===== src/rtl/inter_master_tx_if.sv =====
// Bundle between one inter_master_tx instance and its requester / interconnect port.
// Ports: requester push channel (req_valid/req_ready/req_data), interconnect master
// inputs (in_valid/data_out), slave handshake pulses, and status (busy/done_cnt/timeout_err/clr_err).
interface inter_master_tx_if;
  logic       req_valid;
  logic       req_ready;
  logic [6:0] req_data;
  logic       in_valid;
  logic [6:0] data_out;
  logic       handshake_slave1;
  logic       handshake_slave2;
  logic       busy;
  logic [7:0] done_cnt;
  logic       timeout_err;
  logic       clr_err;

  // The transmitter itself.
  modport master (
    input  req_valid, req_data, handshake_slave1, handshake_slave2, clr_err,
    output req_ready, in_valid, data_out, busy, done_cnt, timeout_err
  );

  // The requester / interconnect side driving the transmitter.
  modport slave (
    output req_valid, req_data, handshake_slave1, handshake_slave2, clr_err,
    input  req_ready, in_valid, data_out, busy, done_cnt, timeout_err
  );
endinterface


===== src/rtl/inter_master_tx.sv =====
// Initiator-side transmitter: queues requester writes and presents them to one `inter` master port.
// Latency: push at edge k -> in_valid at edge k+1; retire on addressed-slave handshake or TIMEOUT.
// Backpressure: req_ready = !full (DEPTH entries); a 1-cycle in_valid=0 gap separates transactions.
// Ports: clk, rst_n (async active-low), bus (inter_master_tx_if.master: req_*, in_valid,
// data_out, handshake_slave1/2, busy, done_cnt, timeout_err, clr_err).
module inter_master_tx #(
  parameter int DEPTH   = 4,
  parameter int TIMEOUT = 16
) (
  input  logic                  clk,
  input  logic                  rst_n,
  inter_master_tx_if.master     bus
);

  localparam int AW = $clog2(DEPTH);
  localparam int WW = $clog2(TIMEOUT);
  localparam logic [AW:0]   FULL_CNT = (AW+1)'(DEPTH);
  localparam logic [WW-1:0] WAIT_LAST = WW'(TIMEOUT - 1);

  localparam logic [1:0] S_IDLE = 2'd0;
  localparam logic [1:0] S_SEND = 2'd1;
  localparam logic [1:0] S_GAP  = 2'd2;

  // Request FIFO
  logic [6:0]    mem [DEPTH];
  logic [AW-1:0] wr_ptr;
  logic [AW-1:0] rd_ptr;
  logic [AW:0]   count;
  logic          full;
  logic          empty;
  logic          push;
  logic          pop;
  logic [6:0]    head;

  // Transmit state
  logic [1:0]    state;
  logic [WW-1:0] wait_cnt;
  logic          in_valid_q;
  logic [6:0]    data_q;
  logic [7:0]    done_q;
  logic          err_q;
  logic          match;
  logic          retire_ok;
  logic          retire_to;

  assign full  = (count == FULL_CNT);
  assign empty = (count == '0);
  assign push  = bus.req_valid && !full;
  assign head  = mem[rd_ptr];

  // Only the handshake for the slave addressed by the in-flight request counts.
  assign match     = data_q[6] ? bus.handshake_slave2 : bus.handshake_slave1;
  assign retire_ok = (state == S_SEND) && match;
  // A match on the last allowed SEND cycle takes precedence over the timeout.
  assign retire_to = (state == S_SEND) && !match && (wait_cnt == WAIT_LAST);
  assign pop       = retire_ok || retire_to;

  assign bus.req_ready   = !full;
  assign bus.busy        = !empty || (state != S_IDLE);
  assign bus.in_valid    = in_valid_q;
  assign bus.data_out    = data_q;
  assign bus.done_cnt    = done_q;
  assign bus.timeout_err = err_q;

  // Storage has no reset; pointers and count define which entries are live.
  always_ff @(posedge clk) begin
    if (push) mem[wr_ptr] <= bus.req_data;
  end

  always_ff @(posedge clk or negedge rst_n) begin
    if (!rst_n) begin
      wr_ptr <= '0;
      rd_ptr <= '0;
      count  <= '0;
    end else begin
      if (push) wr_ptr <= wr_ptr + 1'b1;
      if (pop)  rd_ptr <= rd_ptr + 1'b1;
      case ({push, pop})
        2'b10:   count <= count + 1'b1;
        2'b01:   count <= count - 1'b1;
        default: count <= count;
      endcase
    end
  end

  always_ff @(posedge clk or negedge rst_n) begin
    if (!rst_n) begin
      state      <= S_IDLE;
      wait_cnt   <= '0;
      in_valid_q <= 1'b0;
      data_q     <= '0;
      done_q     <= '0;
    end else begin
      case (state)
        S_IDLE, S_GAP: begin
          // The head is sampled after any pop of the previous entry has settled.
          if (!empty) begin
            state      <= S_SEND;
            in_valid_q <= 1'b1;
            data_q     <= head;
            wait_cnt   <= '0;
          end else begin
            state      <= S_IDLE;
          end
        end
        S_SEND: begin
          if (retire_ok) begin
            done_q     <= done_q + 8'd1;
            in_valid_q <= 1'b0;
            state      <= S_GAP;
          end else if (retire_to) begin
            in_valid_q <= 1'b0;
            state      <= S_GAP;
          end else begin
            wait_cnt   <= wait_cnt + 1'b1;
          end
        end
        default: begin
          state      <= S_IDLE;
          in_valid_q <= 1'b0;
        end
      endcase
    end
  end

  // Sticky drop indication; a new drop beats a simultaneous clear.
  always_ff @(posedge clk or negedge rst_n) begin
    if (!rst_n) begin
      err_q <= 1'b0;
    end else if (retire_to) begin
      err_q <= 1'b1;
    end else if (bus.clr_err) begin
      err_q <= 1'b0;
    end
  end

endmodule


===== src/flat_wrapper.sv =====
// flat-port wrapper written by rule: the top's interface ports become plain ports
module inter_master_tx_flat 
#(
  parameter int DEPTH   = 4,
  parameter int TIMEOUT = 16
)
  (clk, rst_n, bus_req_valid, bus_req_data, bus_handshake_slave1, bus_handshake_slave2, bus_clr_err, bus_req_ready, bus_in_valid, bus_data_out, bus_busy, bus_done_cnt, bus_timeout_err);
  inter_master_tx_if bus_i ();
  input  logic clk;
  input  logic rst_n;
  input wire logic [$bits(bus_i.req_valid)-1:0] bus_req_valid;
  input wire logic [$bits(bus_i.req_data)-1:0] bus_req_data;
  input wire logic [$bits(bus_i.handshake_slave1)-1:0] bus_handshake_slave1;
  input wire logic [$bits(bus_i.handshake_slave2)-1:0] bus_handshake_slave2;
  input wire logic [$bits(bus_i.clr_err)-1:0] bus_clr_err;
  output wire logic [$bits(bus_i.req_ready)-1:0] bus_req_ready;
  output wire logic [$bits(bus_i.in_valid)-1:0] bus_in_valid;
  output wire logic [$bits(bus_i.data_out)-1:0] bus_data_out;
  output wire logic [$bits(bus_i.busy)-1:0] bus_busy;
  output wire logic [$bits(bus_i.done_cnt)-1:0] bus_done_cnt;
  output wire logic [$bits(bus_i.timeout_err)-1:0] bus_timeout_err;
  assign bus_i.req_valid = bus_req_valid;
  assign bus_i.req_data = bus_req_data;
  assign bus_i.handshake_slave1 = bus_handshake_slave1;
  assign bus_i.handshake_slave2 = bus_handshake_slave2;
  assign bus_i.clr_err = bus_clr_err;
  assign bus_req_ready = bus_i.req_ready;
  assign bus_in_valid = bus_i.in_valid;
  assign bus_data_out = bus_i.data_out;
  assign bus_busy = bus_i.busy;
  assign bus_done_cnt = bus_i.done_cnt;
  assign bus_timeout_err = bus_i.timeout_err;
  inter_master_tx #(.DEPTH(DEPTH), .TIMEOUT(TIMEOUT)) u_core (.clk(clk), .rst_n(rst_n), .bus(bus_i));
endmodule

===== config.mk =====
export PLATFORM = sky130hd
export DESIGN_NAME = inter_master_tx_flat
export DESIGN_NICKNAME = d
export VERILOG_FILES = /design/src/rtl/inter_master_tx_if.sv /design/src/rtl/inter_master_tx.sv /design/src/flat_wrapper.sv
export SDC_FILE = /design/constraint.sdc
export NUM_CORES = 1
export LEC_CHECK = 0
export CAP_MARGIN = 20
export CORE_ASPECT_RATIO = 1.2
export CORE_MARGIN = 4
export CORE_UTILIZATION = 30
export DETAILED_ROUTE_END_ITERATION = 7
export PLACE_DENSITY_LB_ADDON = 0.12
export SYNTH_ARGS = -nofsm -noshare
export SYNTH_HDL_FRONTEND = slang
export SYNTH_SLANG_ARGS = --single-unit

===== constraint.sdc =====
create_clock -name clk -period 3.9 [get_ports clk]
set_input_delay 0.975 -clock clk [delete_from_list [all_inputs] [get_ports clk]]
set_output_delay 0.975 -clock clk [all_outputs]
set_load 0.02 [all_outputs]

---- Yosys cells after proc, flatten, opt, wreduce, memory -nomap -nowiden ----
Memories as Yosys holds them, arrays and structs flattened. A register that Yosys moved wholly into a read port is not among the register bits.
Index checks and enable logic that the tools add are counted.
operators by class
  add/subtract/negate cells ............... 6
  equality and inequality tests ........... 10
  mux-type cells .......................... 18
  bitwise logic cells ..................... 1
  reduce and logical (&&, ||, !) cells .... 21
operators by type and width
  operator                                                                  count
  4-bit 2-to-1 mux                                                          3
  1-bit 2-to-1 mux                                                          9
  8-bit by 1-bit adder with 8-bit output (second input constant)            1
  4-bit one-hot mux with 2 select lines                                     1
  2-bit nonzero test                                                        4
  2-bit inequality test (second input constant)                             3
  3-bit one-hot mux with 2 select lines                                     1
  2-bit AND reduction                                                       3
  2-bit by 1-bit adder with 2-bit output (second input constant)            2
  4-bit by 1-bit adder with 4-bit output (second input constant)            1
  2-bit by 1-bit equality test with 1-bit output (second input constant)    2
  2-bit equality test (second input constant)                               2
  4-bit equality test (second input constant)                               1
  1-bit logical AND                                                         4
  1-bit logical NOT                                                         4
  2-bit 2-to-1 mux                                                          2
  2-bit one-hot mux with 2 select lines                                     1
  4-bit AND reduction                                                       1
  3-bit by 1-bit adder with 3-bit output (second input constant)            1
  3-bit equality test (second input constant)                               1
  3-bit logical NOT                                                         1
  3-bit by 1-bit inequality test with 1-bit output (second input constant)  1
  3-bit by 1-bit subtractor with 3-bit output (second input constant)       1
  2-bit logical NOT                                                         1
  other kinds (4)                                                           5
word-level totals
  flip-flop bits (word level) ............. 23
  memory bits (writable) .................. 28
  bits of input ports ..................... 13
  output and inout port bits .............. 19
  memories kept ........................... 1
memory list
  name        depth  width  rd ports  clocked after Yosys merged registers in  write ports  line                   text
  u_core.mem  4      7      1         1                                        1            inter_master_tx.sv:25  logic [6:0] mem [DEPTH];

---- Depth between registers and ports, before layout ----
  word-level depth ........................ 7
  gate-level depth with buffers ........... 10
  depth with buffers taken out ............ 10

---- Worst setup path after synthesis ----
No wires, ideal clock.
  kind .................................... input -> register
  from .................................... input port bus_handshake_slave2
  to ...................................... register u_core.count[2]
  library setup time ...................... 0.079 ns
  arrival ................................. 2.322 ns
  data required time ...................... 3.821 ns
  setup slack ............................. 1.499 ns
  cell stages on the path ................. 8
  path buffers ............................ 0
  path through ............................ mux2i_4 -> a21oi_2 -> ha_1 -> inv_1 -> fa_1 -> xor2_1 -> nor2_1 -> xor2_1
on the way
  longest elaborated chain between the ends .. 7
  elaborated cells between the ends (all ways) .. 10
ends and longest elaborated chain
  item                                                                                          line                   text
  from (decl)                                                                                   flat_wrapper.sv:14     input wire logic [$bits(bus_i.handshake_slave2)-1:0] bus_handshake_slave2;
  1-bit 2-to-1 mux (*)                                                                          inter_master_tx.sv:52  assign match = data_q[6] ? bus.handshake_slave2 : bus.handshake_slave1;
  1-bit logical NOT                                                                             inter_master_tx.sv:55  assign retire_to = (state == S_SEND) && !match && (wait_cnt == WAIT_LAST);
  1-bit logical AND (2 in series)                                                               inter_master_tx.sv:55
  1-bit logical OR (*)                                                                          inter_master_tx.sv:56  assign pop = retire_ok || retire_to;
  2-bit by 1-bit equality test with 1-bit output / 2-bit equality test (equally long branches)  inter_master_tx.sv:78  case ({push, pop})
  3-bit one-hot mux with 2 select lines / 2-bit nonzero test (equally long branches)            -
  to (signal assigned)                                                                          inter_master_tx.sv:79  2'b10: count <= count + 1'b1;
  to (signal assigned)                                                                          inter_master_tx.sv:80  2'b01: count <= count - 1'b1;
  to (signal assigned)                                                                          inter_master_tx.sv:81  default: count <= count;
  to (decl)                                                                                     inter_master_tx.sv:28  logic [AW:0] count;
Mark *: on every way between the ends. The rest lies on a longest branch, timed or not.
A chain may end at the register's enable or synchronous reset.

---- Final worst setup path ----
Same ends and word-level chain as after synthesis.

==> results.cfg <==
[status]
status = complete, no violations

[worst_setup_path]
r2r_end = u_core.count[2]$_DFFE_PN0P_
cp_max_fo = 8
slowest_delay_ns = 0.51
ff2ff_path_depth = 9
cp.required_ns = 4.15
cp_slowest_cell = clkdlybuf4s50_1
r2r_start = u_core.wait_cnt[0]$_DFFE_PN0P_
rrSetupSlack_ns = 1.63
worstSetupPathType = in -> reg
path_cells = clkdlybuf4s50_1 > mux2i_4 > a21oi_2 > ha_1 > inv_1 > fa_1 > xor2_1 > nor2_1 > xor2_1
cp.arrival_ns = 3.01
crit_top_cell = xor2_1
end_kind = flop
start_kind = input port

[final_layout]
antenna_cells = 0
multi_input_area_um2 = 779.5
postLayoutCoreUtil_pct = 39.53
syn_to_final_growth_pct = 26.89
drive_gt1_share_pct = 12.80
final_nets = 228
n_fill_cell = 748
ff_latch_area_mm2 = 0.001592
instances_no_fill = 303

[sta]
rsz0062_at_grt = no
worst_clock_skew_ns = 0.01015
hold_viol = 0
post-route-worst-setup-slack_ns = 1.144
maxSlewHeadroom_pct = 63.00
max_freq_ghz = 0.3629
period_needed_ns = 2.756
tns_ns = 0
finalSetupViolCount = 0
fin_crit_sh_pct = 70.66
worst_slew_pin_slew_ns = 0.5551
finalMaxSlewViolations = 0

[logic_synthesis]
postSynthAreaPerCell_um2 = 14.46
netlist_area_mm2 = 0.002415
yosys_warnings = 0
synthXorXnorAreaFrac_pct = 4.715
synthMuxAreaShare_pct = 9.223
yosys.area_share.simple_pct = 11.45
syn-num-nets = 188
synth_cells = 167
synth_top_area_share_pct = 34.82
synth_top_family_by_area = simple AND/OR/NAND/NOR gates
synth_cell_types = 34
synth_seq_cells = 58
synth.area.top_cells = edfxtp_1 35%, dfrtp_1 31%, mux4_2 6.5%
synth_compound_area_share_pct = 2.435
seq_area_frac_synth_pct = 65.91
synth_fa_ha_area_share_pct = 4.456
netlist.top_cell.by_area = edfxtp_1

[detailed_routing]
drc = 0
wl_um = 4566
drt_pass1_iterations = 4
avgViaCountPerCell = 4.657
postRouteAntennaNets = 0
avgRoutedWirePerCell_um = 15.07
vias = 1411
drtIter0Drc = 32

[clocking]
clkLatencyLatePin_ns = 0.33
clockBufferDepth = 2
numCtsBuffers = 9
cts_setup_buffers = 0
path_clk_slew_ns = 0.06
ctsResizeCount = 0
cts-root-buf = clkbuf_8
cts.sink_count = 58
h-tree-depth = 3
ctsHoldBuffers = 0
cts_tree = yes

[global_routing]
grt_overflow = 0
grt_pass1_wl_um = 7824
gr-usage-all-layers_pct = 10.72
grt_max_degree = 31
grt_pass1_vias = 1607
antenna_found_initial = 0

[worst_hold_path]
hp-class = reg -> reg
hold_end = u_core.bus.data_out[2]$_DFFE_PN0P_
hold_depth = 2
min_from = u_core.bus.data_out[2]$_DFFE_PN0P_

[power_and_ir_drop]
powerDensity_mw_per_mm2 = 817.0
swShare_pct = 33.74
clock_power_share_pct = 26.1
pwr-share-seq_pct = 40.2
p_switching_mw = 0.8447
ir_worst_vdd_mv = 0.2270
fin_total_pwr_mw = 2.503
comb_power_share_pct = 33.7
leakage_nw = 1.224
intPower_mw = 1.659

[floorplanning]
die_y_um = 106.3
pin_count = 32
fp-row-count = 35
initial_core_util_pct = 31.15
die_area_mm2 = 0.009555
dieWidth_um = 89.90
core-area_mm2 = 0.007751

[placement]
dp_cells = 288
detailedPlace.worstSlack_ns = 0.7938
gp_congestion = 0.7648
io_buffer_count = 31
dp_hpwl_um = 3245

[flow_run]
maxCapViolations = 0
cell families (layout without fill, tap and decap cells):
kind of cell	count (synthesis)	count (layout)
flops	58	58
simple gates	56	56
xor+xnor	13	13
mux	12	12
buf+inv	11	55
compound gates	9	9
fa+ha+maj	8	8
per-stage QoR:
stage | hold slack [ns] | cell area, um^2
2_1_floorplan | 0.4643 | 2415
3_3_place_gp | 0.4626 | 2834
3_5_place_dp | 0.4617 | 2834
4_1_cts | 0.4784 | 3064
5_1_grt | 0.5084 | 3064
6_report | 0.4703 | 3064
worst max-delay path by stage:
| stage | startpoint | endpoint | depth (start not counted) |
|---|---|---|---|
| floorplan | bus_handshake_slave2 | u_core.count[2]$_DFFE_PN0P_ | 8 |
| global placement | bus_handshake_slave2 | u_core.count[2]$_DFFE_PN0P_ | 9 |
| CTS | bus_handshake_slave2 | u_core.count[2]$_DFFE_PN0P_ | 9 |
| finish | bus_handshake_slave2 | u_core.count[2]$_DFFE_PN0P_ | 9 |
| detailed placement | bus_handshake_slave2 | u_core.count[2]$_DFFE_PN0P_ | 9 |
| global route | bus_handshake_slave2 | u_core.count[2]$_DFFE_PN0P_ | 9 |
metal layers:
layer / track usage, % / vias to the layer above / wire, um
met5: 0 / - / 0
met4: 5.580 / 0 / 60
met3: 3.609 / 10 / 230
met2: 18.49 / 32 / 2335
met1: 11.73 / 694 / 1939
li1: - / 675 / -
synthesized netlist by cell type (all sizes together):
master,count
dfrtp,30
edfxtp,28
nand2,28
xnor2,9
inv,8
ha,7
mux4,7
nand3,7
and3,5
nor2,5
nand4,4
xor2,4
a21oi,3
mux2i,3
buf,2
mux2,2
nor3,2
o21ai,2
a2bb2oi,1
and2,1
clkbuf,1
fa,1
nand2b,1
nand3b,1
nor2b,1
o211ai,1
o22ai,1
o31ai,1
or2,1
critical path: cells and delay by family:
| kind | cells | cell delay (ns) |
|---|---|---|
| adders and majority gates | 2 | 0.65 |
| buffers and inverters | 2 | 0.58 |
| xor gates and xnor gates | 2 | 0.30 |
| AOI/OAI and AO/OA | 1 | 0.24 |
| muxes | 1 | 0.14 |
| and+or+nand+nor | 1 | 0.13 |
final cells by class:
cell class	count	area share [%]
flip-flops and latches	58	51.94
multi-input cells	98	25.44
repair buffers	32	10.37
clock buffers	9	4.042
well taps	92	3.757
clock inverters	6	3.471
inverters	8	0.9800
sequential cells by signal, summed over array words and instances, names as in the netlist:
signal,count
u_core.wait_cnt,4
u_core.state,2
u_core.bus.data_out,7
u_core.bus.in_valid,1
u_core.mem,28
u_core.wr_ptr,2
u_core.bus.done_cnt,8
u_core.count,3
u_core.bus.timeout_err,1
u_core.rd_ptr,2
cells in the final DEF (no fill, tap or decap), types with 5 or more instances in the layout:
master	instances
clkbuf_8	9
ha_1	7
dfrtp_1	30
edfxtp_1	28
clkdlybuf4s50_1	31
nand3_1	6
inv_1	8
mux4_2	7
xnor2_1	9
nand2_1	28
and3_1	5
power groups by stage:
stage	Clock, mW	Sequential, mW	Combinational [mW]
5_1_grt	0.698	1.04	0.934
3_3_place_gp	0	1.01	0.826
6_report	0.654	1.01	0.843
2_1_floorplan	0	1.03	0.520
3_5_place_dp	0	1.03	0.854
4_1_cts	0.674	1.02	0.862
(Power assumes the default switching activity.)
==> RTL change, RTL diff (same settings) <==
`DEPTH` is set to 4 in 2 places; all go to 8.
--- a/src/rtl/inter_master_tx.sv
+++ b/src/rtl/inter_master_tx.sv
@@ -4,7 +4,7 @@
 // Ports: clk, rst_n (async active-low), bus (inter_master_tx_if.master: req_*, in_valid,
 // data_out, handshake_slave1/2, busy, done_cnt, timeout_err, clr_err).
 module inter_master_tx #(
-  parameter int DEPTH   = 4,
+  parameter int DEPTH   = 8,
   parameter int TIMEOUT = 16
 ) (
   input  logic                  clk,
--- a/src/flat_wrapper.sv
+++ b/src/flat_wrapper.sv
@@ -1,7 +1,7 @@
 // flat-port wrapper written by rule: the top's interface ports become plain ports
 module inter_master_tx_flat 
 #(
-  parameter int DEPTH   = 4,
+  parameter int DEPTH   = 8,
   parameter int TIMEOUT = 16
 )
   (clk, rst_n, bus_req_valid, bus_req_data, bus_handshake_slave1, bus_handshake_slave2, bus_clr_err, bus_req_ready, bus_in_valid, bus_data_out, bus_busy, bus_done_cnt, bus_timeout_err);
Function: changed (Yosys sat finds a counterexample within 10 cycles, from zero or initial values and one cycle with rst_n low).
==> RTL change against the original RTL <==
Sequential share of layout area is 2.4 points higher; wire length up 69%; first-iteration DRC count increased to 2.6 times the old value; non-clock buffer count up 8; count of clock-buffer cells in the layout grew 1; area after synthesis is 55% higher; clock power grew 41%; total power rose by 45%; maximum frequency down 6.3%; die area is 50% higher; cell area up 51%; synthesized cell count rose by 56%; sequential cell count increased by 31; setup slack worse by 0.19 ns; largest power group unchanged; highest routed layer unchanged.
==> RTL change: results <==
{
  "p_leak_nw": 1.769,
  "cap_viol_max_count": 0,
  "arrival_ns": 1.97,
  "p_seq_mw": 1.44,
  "synth_area_leaders": "edfxtp_1 45%, dfrtp_1 22%, mux2i_1 7.7%, a22oi_1 2.8%, nand2_1 2.5%",
  "via_per_inst": 4.637,
  "dr_wl_met3_um": 332,
  "cts_buffers": 9,
  "fin_hold_ws_ns": 0.4758,
  "synth.net_count": 280,
  "grt_pass1_wl_um": 12300,
  "slew_headroom": 0.5070,
  "rrSetupSlack_ns": 1.47,
  "setup_viol": 0,
  "synth_edf_count": 56,
  "largest_reg_flops": 56,
  "initialDrtViolationCount": 83,
  "synth_compound_area_frac": 0.05235,
  "gp_congestion": 0.7347,
  "wirelength_um": 7722,
  "insertion_delay_ns": 0.34,
  "p_comb_frac": 0.349,
  "post_synth_num_cell_types": 42,
  "grt_max_degree": 34,
  "critical_path.max_stage_delay_ns": 0.61,
  "yosys.area_share.adder": 0.02334,
  "worstHoldStart": "u_core.bus.done_cnt[7]",
  "synth.area.mux_share": 0.09637,
  "fin_nets": 325,
  "drtPass1Iterations": 5,
  "p_int_mw": 2.378,
  "hold_path_depth": 1,
  "synth-xor-area-share": 0.03501,
  "drive_above_1_share": 0.1161,
  "critPathLaunch": "u_core.count[1]",
  "ys_seq_area_frac": 0.6682,
  "met3_usage": 0.03292,
  "dp_hpwl_um": 4999,
  "finClkSkew_ns": 0.006464,
  "reg2regPathDepth": 10,
  "routed-wl-met2_um": 3796,
  "status": "finished clean",
  "crit_family": "simple AND/OR/NAND/NOR gates",
  "post_cts_buffers": 0,
  "grt_pass1_vias": 2251,
  "async_reset_ff_frac": 0.3708,
  "worst-path-max-fanout": 7,
  "critical-path-slowest-cell": "or4b_4",
  "use_met2": 0.1921,
  "gr-usage-met1": 0.1465,
  "grt_use_total": 0.1194,
  "numPortBuffers": 31,
  "antenna_found_initial": 0,
  "vdd_drop_max_mv": 0.2091,
  "clockRootBuffer": "clkbuf_16",
  "ctsLongestPathBuffers": 2,
  "hold_path_class": "register to register",
  "wl_met1_um": 3401,
  "ys_top_cells_by_count": "56 x edfxtp_1, 33 x dfrtp_1, 29 x mux2i_1"
}
## RTL change: final timing paths
check / end
max in group asynchronous: u_core.state[1]
max: bus_req_ready
min: u_core.bus.done_cnt[7]
min in group asynchronous: u_core.bus.in_valid
max reg2reg: u_core.count[2]
min reg2reg: u_core.bus.done_cnt[7]
## RTL change: final cells by class
type	count	area (um^2)
Tap cell	161	201.4
Fill cell	1171	7552
Multi-Input combinational cell	163	1199
Timing Repair Buffer	40	377.9
Sequential cell	89	2507
Clock buffer	10	229.0
Inverter	2	7.507
Clock inverter	6	92.59
## RTL change: stage by stage
step	cells	power, mW	setup slack [ns]	cell area (um^2)
2_1_floorplan	260	2.303	1.388	3752
3_3_place_gp	455	2.739	0.8011	4293
3_5_place_dp	455	2.761	0.7827	4293
4_1_cts	471	3.703	0.9255	4614
5_1_grt	471	3.886	0.8752	4614
6_report	471	3.635	0.9576	4614
